### config.mk
export PLATFORM = sky130hd
export DESIGN_NAME = reaction_timer_ctrl
export DESIGN_NICKNAME = d
export VERILOG_FILES = /design/src/rtl/rt_pkg.sv /design/src/rtl/bcd_counter4.sv /design/src/rtl/reaction_timer_ctrl.sv
export SDC_FILE = /design/constraint.sdc
export NUM_CORES = 1
export LEC_CHECK = 0
export CAP_MARGIN = 20
export CORE_ASPECT_RATIO = 1.2
export CORE_MARGIN = 5
export CORE_UTILIZATION = 50
export DETAILED_ROUTE_END_ITERATION = 7
export HOLD_SLACK_MARGIN = 0.08
export PLACE_DENSITY_LB_ADDON = 0.05
export SLEW_MARGIN = 20
export SYNTH_ARGS = -nofsm -noshare
export SYNTH_HDL_FRONTEND = slang
export SYNTH_HIERARCHICAL = 1
export SYNTH_SLANG_ARGS = --single-unit
### constraint.sdc
create_clock -name clk -period 3.9 [get_ports clk]
set_clock_uncertainty 0.05 [all_clocks]
set_input_delay 1.17 -clock clk [delete_from_list [all_inputs] [get_ports clk]]
set_output_delay 1.17 -clock clk [all_outputs]
set_load 0.005 [all_outputs]
### src/rtl/rt_pkg.sv
// Shared types and constants for the reaction timer controller.
// RT_EARLY_DETECT_EN adds the EARLY state for a stop pressed before the lamp lights.
package rt_pkg;

`ifdef RT_EARLY_DETECT_EN
    typedef enum logic [2:0] {
        ST_IDLE   = 3'd0,
        ST_WAIT   = 3'd1,
        ST_TIMING = 3'd2,
        ST_DONE   = 3'd3,
        ST_EARLY  = 3'd4
    } rt_state_t;
`else
    typedef enum logic [2:0] {
        ST_IDLE   = 3'd0,
        ST_WAIT   = 3'd1,
        ST_TIMING = 3'd2,
        ST_DONE   = 3'd3
    } rt_state_t;
`endif

    localparam int unsigned MIN_DELAY_MS = 2000;
    localparam logic [15:0] LFSR_SEED    = 16'hACE1;
    localparam logic [3:0]  BCD_MAX      = 4'd9;

    // Fibonacci LFSR x^16+x^14+x^13+x^11+1, shifting toward bit 0.
    function automatic logic [15:0] lfsr_next(input logic [15:0] s);
        return {s[0] ^ s[2] ^ s[3] ^ s[5], s[15:1]};
    endfunction

endpackage

### src/rtl/bcd_counter4.sv
// Four-digit BCD up-counter: clear, enable, load-to-max and saturation at 9999.
module bcd_counter4
    import rt_pkg::*;
(
    input  logic       clk,
    input  logic       rst,
    input  logic       clr,
    input  logic       en,
    input  logic       set_max,
    output logic [3:0] d3,
    output logic [3:0] d2,
    output logic [3:0] d1,
    output logic [3:0] d0,
    output logic       sat
);

    logic [3:0] d3_q, d2_q, d1_q, d0_q;
    logic [3:0] d3_d, d2_d, d1_d, d0_d;

    assign sat = (d3_q == BCD_MAX) && (d2_q == BCD_MAX) &&
                 (d1_q == BCD_MAX) && (d0_q == BCD_MAX);

    always_comb begin
        d3_d = d3_q;
        d2_d = d2_q;
        d1_d = d1_q;
        d0_d = d0_q;
        // Ripple carry only while below 9999, so the top digit never wraps.
        if (en && !sat) begin
            if (d0_q == BCD_MAX) begin
                d0_d = 4'd0;
                if (d1_q == BCD_MAX) begin
                    d1_d = 4'd0;
                    if (d2_q == BCD_MAX) begin
                        d2_d = 4'd0;
                        d3_d = d3_q + 4'd1;
                    end else begin
                        d2_d = d2_q + 4'd1;
                    end
                end else begin
                    d1_d = d1_q + 4'd1;
                end
            end else begin
                d0_d = d0_q + 4'd1;
            end
        end
    end

    always_ff @(posedge clk) begin
        if (rst) begin
            d3_q <= 4'd0;
            d2_q <= 4'd0;
            d1_q <= 4'd0;
            d0_q <= 4'd0;
        end else if (set_max) begin
            d3_q <= BCD_MAX;
            d2_q <= BCD_MAX;
            d1_q <= BCD_MAX;
            d0_q <= BCD_MAX;
        end else if (clr) begin
            d3_q <= 4'd0;
            d2_q <= 4'd0;
            d1_q <= 4'd0;
            d0_q <= 4'd0;
        end else begin
            d3_q <= d3_d;
            d2_q <= d2_d;
            d1_q <= d1_d;
            d0_q <= d0_d;
        end
    end

    assign d3 = d3_q;
    assign d2 = d2_q;
    assign d1 = d1_q;
    assign d0 = d0_q;

endmodule

### src/rtl/reaction_timer_ctrl.sv
// Reaction timer: random 2.000-3.023 s delay, then counts ms until stop (max 9.999 s).
// Define RT_EARLY_DETECT_EN to flag a stop pressed during the delay as 9999.
module reaction_timer_ctrl
    import rt_pkg::*;
(
    input  logic       clk,
    input  logic       rst,
    input  logic       start,
    input  logic       stop,
    input  logic       tick_1ms,
    output logic       led,
    output logic       rs_en,
    output logic [3:0] rd3,
    output logic [3:0] rd2,
    output logic [3:0] rd1,
    output logic [3:0] rd0,
    output logic       done
);

    rt_state_t   state_q;
    logic [15:0] lfsr_q;
    logic [11:0] delay_q;
    logic        led_q;
    logic        rs_en_q;
    logic        done_q;

    logic        can_start;
    logic        bcd_clr;
    logic        bcd_en;
    logic        bcd_set;
    logic        bcd_sat;

    always_comb begin
        can_start = (state_q == ST_IDLE) || (state_q == ST_DONE);
`ifdef RT_EARLY_DETECT_EN
        can_start = can_start || (state_q == ST_EARLY);
`endif
    end

    // Stop outranks a coincident tick while timing, so the count freezes as seen.
    assign bcd_en  = (state_q == ST_TIMING) && tick_1ms && !stop;
    assign bcd_clr = (state_q == ST_WAIT) && tick_1ms && (delay_q == 12'd1);
`ifdef RT_EARLY_DETECT_EN
    assign bcd_set = (state_q == ST_WAIT) && stop;
`else
    assign bcd_set = 1'b0;
`endif

    always_ff @(posedge clk) begin
        if (rst) begin
            state_q <= ST_IDLE;
            lfsr_q  <= LFSR_SEED;
            delay_q <= 12'd0;
            led_q   <= 1'b0;
            rs_en_q <= 1'b0;
            done_q  <= 1'b0;
        end else begin
            lfsr_q <= lfsr_next(lfsr_q);
            done_q <= 1'b0;
            if (can_start && start) begin
                state_q <= ST_WAIT;
                delay_q <= 12'(MIN_DELAY_MS) + {2'b00, lfsr_q[9:0]};
                led_q   <= 1'b0;
                rs_en_q <= 1'b0;
            end else begin
                case (state_q)
                    ST_IDLE, ST_DONE: ;
                    ST_WAIT: begin
`ifdef RT_EARLY_DETECT_EN
                        if (stop) begin
                            state_q <= ST_EARLY;
                            rs_en_q <= 1'b1;
                            done_q  <= 1'b1;
                        end else
`endif
                        if (tick_1ms) begin
                            delay_q <= delay_q - 12'd1;
                            if (delay_q == 12'd1) begin
                                state_q <= ST_TIMING;
                                led_q   <= 1'b1;
                                rs_en_q <= 1'b1;
                            end
                        end
                    end
                    ST_TIMING: begin
                        if (stop || (tick_1ms && bcd_sat)) begin
                            state_q <= ST_DONE;
                            led_q   <= 1'b0;
                            done_q  <= 1'b1;
                        end
                    end
`ifdef RT_EARLY_DETECT_EN
                    ST_EARLY: ;
`endif
                    default: begin
                        state_q <= ST_IDLE;
                        led_q   <= 1'b0;
                        rs_en_q <= 1'b0;
                    end
                endcase
            end
        end
    end

    bcd_counter4 u_bcd (
        .clk     (clk),
        .rst     (rst),
        .clr     (bcd_clr),
        .en      (bcd_en),
        .set_max (bcd_set),
        .d3      (rd3),
        .d2      (rd2),
        .d1      (rd1),
        .d0      (rd0),
        .sat     (bcd_sat)
    );

    assign led   = led_q;
    assign rs_en = rs_en_q;
    assign done  = done_q;

endmodule
# Word-level counts from Yosys, hierarchy flattened
# Cells that the tools add are included.
totals:
  elab_cells: 84
  latchBits: 0
  n_memories: 0
  regBits: 50
  ramBits: 0
  mem_bits_ro: 0
op_classes:
  eq_ne: 15
  n_mux: 17
  add_sub_neg: 6
  div_mod_pow: 0
  bitwise_logic: 6
  multipliers: 0
  shift: 0
  reduce_logical: 29
  n_lt_le_gt_ge: 0
ops:
  columns: ["operator", "n"]
  rows:
  - ["$mux 12", 3]
  - ["$add 4x1->4 const B", 4]
  - ["$eq 4x4->1 const B", 4]
  - ["$add 11x10->12 const A", 1]
  - ["$eq 12x1->1 const B", 1]
  - ["$mux 4", 3]
  - ["$reduce_and 4->1", 3]
  - ["$sub 12x1->12 const B", 1]
  - ["$logic_and 1x1->1", 10]
  - ["$mux 3", 3]
  - ["$pmux 3 s3", 1]
  - ["$eq 3x2->1 const B", 2]
  - ["$ne 3x1->1 const B", 2]
  - ["$reduce_and 3->1", 2]
  - ["$reduce_or 2->1", 3]
  - ["$reduce_or 3->1", 2]
  - ["$mux 1", 5]
  - ["$ne 2x1->1 const B", 2]
  - ["$ne 2x2->1 const B", 2]
  - ["$reduce_and 2->1", 2]
  - ["$reduce_bool 2->1", 2]
  - ["$eq 3x1->1 const B", 1]
  - ["$logic_not 3->1", 1]
  - ["$ne 3x2->1 const B", 1]
  - ["other kinds (6)", 12]

# Logic depth before layout (Yosys ltp)
depth:
  word_depth: 9
  ltp_mapped: 9
  mapped_depth_nobuf: 9

# Modules after synthesis
# The synthesis kept the hierarchy.
modules_own_cells:
  columns: ["mod", "cells_per_inst", "area_per_inst_um2", "n_inst"]
  rows:
  - ["reaction_timer_ctrl", 162, 1534.0, 1]
  - ["bcd_counter4", 114, 963.4, 1]

# Worst setup path before layout
# OpenSTA, ideal clock, no wires.
synth_path:
  kind: "input port to flip-flop"
  from: "in tick_1ms"
  to: "reg u_bcd.d3_q[3] (netlist: u_bcd/d3[3])"
  required_time_ns: 3.716
  t_arrival_ns: 2.667
  cell_stages: 7
  setup_slack_ns: 1.049
  n_path_buf: 1
  setup_time_ns: 0.134
  cell_sequence: "clkbuf_1 nand4b_1 nor4_1 nor2_1 nand2_1 mux2i_1 or4_1"
synth_via:
  elab_cells_between_ends: 7
  classes_between: "reduce/logical: 7"
synth_rtl:
  columns: ["item", "line_no", "text"]
  rows:
  - ["start, declared", "reaction_timer_ctrl.sv:10", "input logic tick_1ms,"]
  - ["$logic_and 1x1->1 (2 in a row)", "reaction_timer_ctrl.sv:42", "assign bcd_clr = (state_q == ST_WAIT) && tick_1ms && (delay_q == 12'd1);"]
  - ["named net bcd_clr", "reaction_timer_ctrl.sv:28", "logic bcd_clr;"]
  - ["$reduce_or 2->1 (no line)", null, null]
  - ["end signal, assigned", "bcd_counter4.sv:56", "d3_q <= BCD_MAX;"]
  - ["end signal, assigned", "bcd_counter4.sv:61", "d3_q <= 4'd0;"]
  - ["end signal, assigned", "bcd_counter4.sv:66", "d3_q <= d3_d;"]
  - ["end, declared", "bcd_counter4.sv:17", "logic [3:0] d3_q, d2_q, d1_q, d0_q;"]
# The timed path passes the listed nets, and every way through them passes these cells.
# A chain may end at the register's enable or synchronous reset.

# Worst setup path in the final report
# Same ends and word-level chain as after synthesis.

==> summary.txt <==
Worst setup path
  • Worst Path Arrival: 3.32 ns
  • CP Max Fanout: 9
  • Crit. End Element: flop
  • Critical path launch point type: input port
  • CP required: 4.03 ns
  • Kind of critical path: input port to flop

Global routing
  • First-pass GRT wire length: 8.94 mm
  • Tot GR Track Use: 17.5%
  • Global route overflow: 0
  • Initial antenna violation count: 0
  • Vias in the first global route: 1928
  • Largest net degree at the start of global routing: 37

Placed design
  • Cell total after placement: 350
  • I/O Buffers: 23
  • Placer Congestion: 0.789
  • HPWL Detailed: 3.68 mm

Clock tree
  • Setup bufs post-CTS: 0
  • Cts repair resizes: 0
  • Skew-Pair Late Insertion Delay: 0.30 ns
  • CTS Buf Count: 5
  • Clk buf depth: 2
  • H-tree Lvls: 2
  • Worst-path clk slew: 0.09 ns
  • CTS tree: done
  • Clock sink total: 49
  • Cts hold-fix bufs: 0
  • CTS root buffer: clkbuf_8

Route
  • Routed WL per cell: 14.5 um
  • Routed Antenna Nets: 0
  • Initial DRC count: 164
  • Total wire length: 5.19 mm
  • Via count: 2032
  • Via-to-Cell Ratio: 5.68
  • Residual DRC: 0
  • Router iterations before antenna repair: 4

Timing
  • Least-Margin Pin Slew: 0.489 ns
  • Crit path time final: 3.19 ns
  • Final period util: 81.7%
  • RSZ-0062 raised after global routing: false
  • Total negative slack: 0 ns
  • Final hold vios: 0
  • Fmax: 0.314 GHz
  • Slew Limit Fails: 0
  • Slew margin rel.: 66.6%
  • Final setup fails: 0

Layout
  • FF/Latch Area: 981 um2
  • Non-filler cells, final: 358
  • Area Growth Syn to Fin: 14.3%
  • Filler instances: 478
  • Layout cells sized above 1: 8.72%
  • Nets: 311
  • Area of the multi-input gates: 1410 um2
  • # diodes: 0

Synthesis
  • Complex-gate fraction of the synthesized area: 17.4%
  • Fraction of the mapped netlist area in adder cells: 4.51%
  • Mean Syn Cell Area: 9.05 um2
  • Largest family of logic cells by synthesized area: simple AND/OR/NAND/NOR gates
  • Register area share after synthesis: 39.3%
  • Mapped Area: 2500 um2
  • YS warnings: 6
  • Yosys cell types: 54
  • Main synth FF type: dfxtp_1
  • Mux cell area share after synthesis: 2.00%
  • Post-synth EDFFs: 0
  • Fraction of registers with async set or reset after synthesis: 0%
  • Synth Instances: 276
  • Simple-gate share of the synthesized area: 25.9%
  • XOR/XNOR share of the synthesized area: 6.31%
  • Seq cells post-synth: 49

Power
  • Leak: 1.04 nW
  • Pwr/cell area: 512 nW/um2
  • Peak supply drop: 0.434 mV

Floorplan
  • Top Ports: 24
  • Die height: 87.4 um
  • Core area: 4900 um2
  • Starting density of the core: 50.9%
  • Row count: 28
  • Die Area: 6510 um2
  • Die width: 74.5 um

Outcome
  • Status: complete, no violations

Hold path
  • Hold/Removal Path Class: flop to flop

Flow run
  • Max_cap viols: 0
[power by group]
| part | leakage (nW) | switching (mW) | internal [mW] | total (mW) |
|---|---|---|---|---|
| clock network | 0.0512 | 0.169 | 0.144 | 0.313 |
| registers | 0.405 | 0.0768 | 0.576 | 0.653 |
| logic | 0.585 | 0.284 | 0.213 | 0.497 |
[cells in the mapped netlist (3+ instances only)]
cell	count	share of area (%)
ha_1	9	4.5
a221oi_1	4	1.4
nand2_1	12	1.8
xnor2_1	10	3.5
a21o_1	3	0.90
nor3_1	10	2.0
nor4_1	3	0.75
o31ai_1	4	1.2
nor2b_1	11	2.8
or2_2	8	2.0
inv_1	12	1.8
a2111oi_0	3	1.1
nand3_1	5	1.0
dfxtp_1	49	39
nand3b_1	3	0.90
a21oi_1	16	3.2
a31oi_1	3	0.75
or3_1	5	1.3
xor2_1	8	2.8
mux2i_1	5	2.0
or4_1	4	1.2
nor2_1	21	3.2
and2_1	4	1.0
nand4_1	4	1.0
o21ai_0	7	1.4
clkbuf_1	9	1.4
a211oi_1	9	2.7
[final timing paths]
path                    from     endpoint  slack (ns)  cells after the start
setup / recovery    tick_1ms  u_bcd/d3[3]        0.71                      7
setup reg to reg  delay_q[5]  u_bcd/d3[3]        1.37                      6
hold / removal    lfsr_q[11]   lfsr_q[10]        0.36                      1
hold reg to reg   lfsr_q[11]   lfsr_q[10]        0.36                      1
[cell usage in the layout, fill, tap and decap left out, types with 3 or more instances in the layout]
cell type / netlist / layout
nand3_1: 5 / 5
conb_1: 1 / 3
xor2_1: 8 / 8
a221oi_1: 4 / 4
a2111oi_0: 3 / 3
mux2i_1: 5 / 5
inv_1: 12 / 12
xnor2_1: 10 / 10
clkdlybuf4s50_1: 0 / 23
or2_2: 8 / 8
a21oi_1: 16 / 16
ha_1: 9 / 9
and2_1: 4 / 4
nand2_1: 12 / 12
a21o_1: 3 / 3
a211oi_1: 9 / 9
o31ai_1: 4 / 4
a31oi_1: 3 / 3
clkbuf_8: 0 / 6
nor3_1: 10 / 10
or3_1: 5 / 5
nor4_1: 3 / 3
or4_1: 4 / 4
dfxtp_1: 49 / 49
nor2_1: 21 / 21
nand3b_1: 3 / 3
nor2b_1: 11 / 11
nand4_1: 4 / 4
o21ai_0: 7 / 7
[flip-flops by register name, summed over array words and instances (netlist names)]
name      cells
delay_q      12
done          1
led           1
lfsr_q       16
rs_en         1
state_q       2
u_bcd/d0      4
u_bcd/d1      4
u_bcd/d2      4
u_bcd/d3      4
[per-stage QoR]
stage | instance area [um2] | hold slack (ns) | setup slack (ns) | utilization, % | power [mW]
2_1_floorplan | 2500 | 0.339 | 1.05 | - | 1.05
3_3_place_gp | 2760 | 0.342 | 0.469 | 56.3 | 1.15
3_5_place_dp | 2760 | 0.345 | 0.400 | 56.3 | 1.16
4_1_cts | 2860 | 0.366 | 0.727 | 58.2 | 1.48
5_1_grt | 2860 | 0.379 | 0.518 | 58.2 | 1.57
6_report | 2860 | 0.364 | 0.712 | 58.2 | 1.46
[critical path: stages]
cell             delay (ns)
clkdlybuf4s50_1        0.66
nand4b_1               0.13
nor4_1                 0.39
nor2_1                 0.23
nand2_1                0.16
mux2i_1                0.08
or4_1                  0.49
[layer usage]
| metal | global-route usage (%) | up-vias | share of wire (%) |
|---|---|---|---|
| met3 | 3.70 | 7 | 3.3 |
| met1 | 22.6 | 951 | 48 |
| li1 | - | 1049 | - |
| met4 | 6.31 | 0 | 1.5 |
| met2 | 28.4 | 25 | 47 |
| met5 | 0 | - | 0 |
[layout make-up]
type | count | area share, %
clock buffer | 6 | 2.89
timing repair buffer | 25 | 8.59
clock inverter | 2 | 0.482
sequential | 49 | 34.4
inverter | 12 | 1.58
tap | 60 | 2.63
multi-input combinational | 204 | 49.5
[kinds of logic after synthesis]
family | Yosys count
other cells | 1
compound gates | 62
xor+xnor | 18
simple gates | 107
mux | 5
fa+ha+maj | 9
flops | 49
buf+inv | 25
Note: power is estimated with default switching activity, not from simulation.
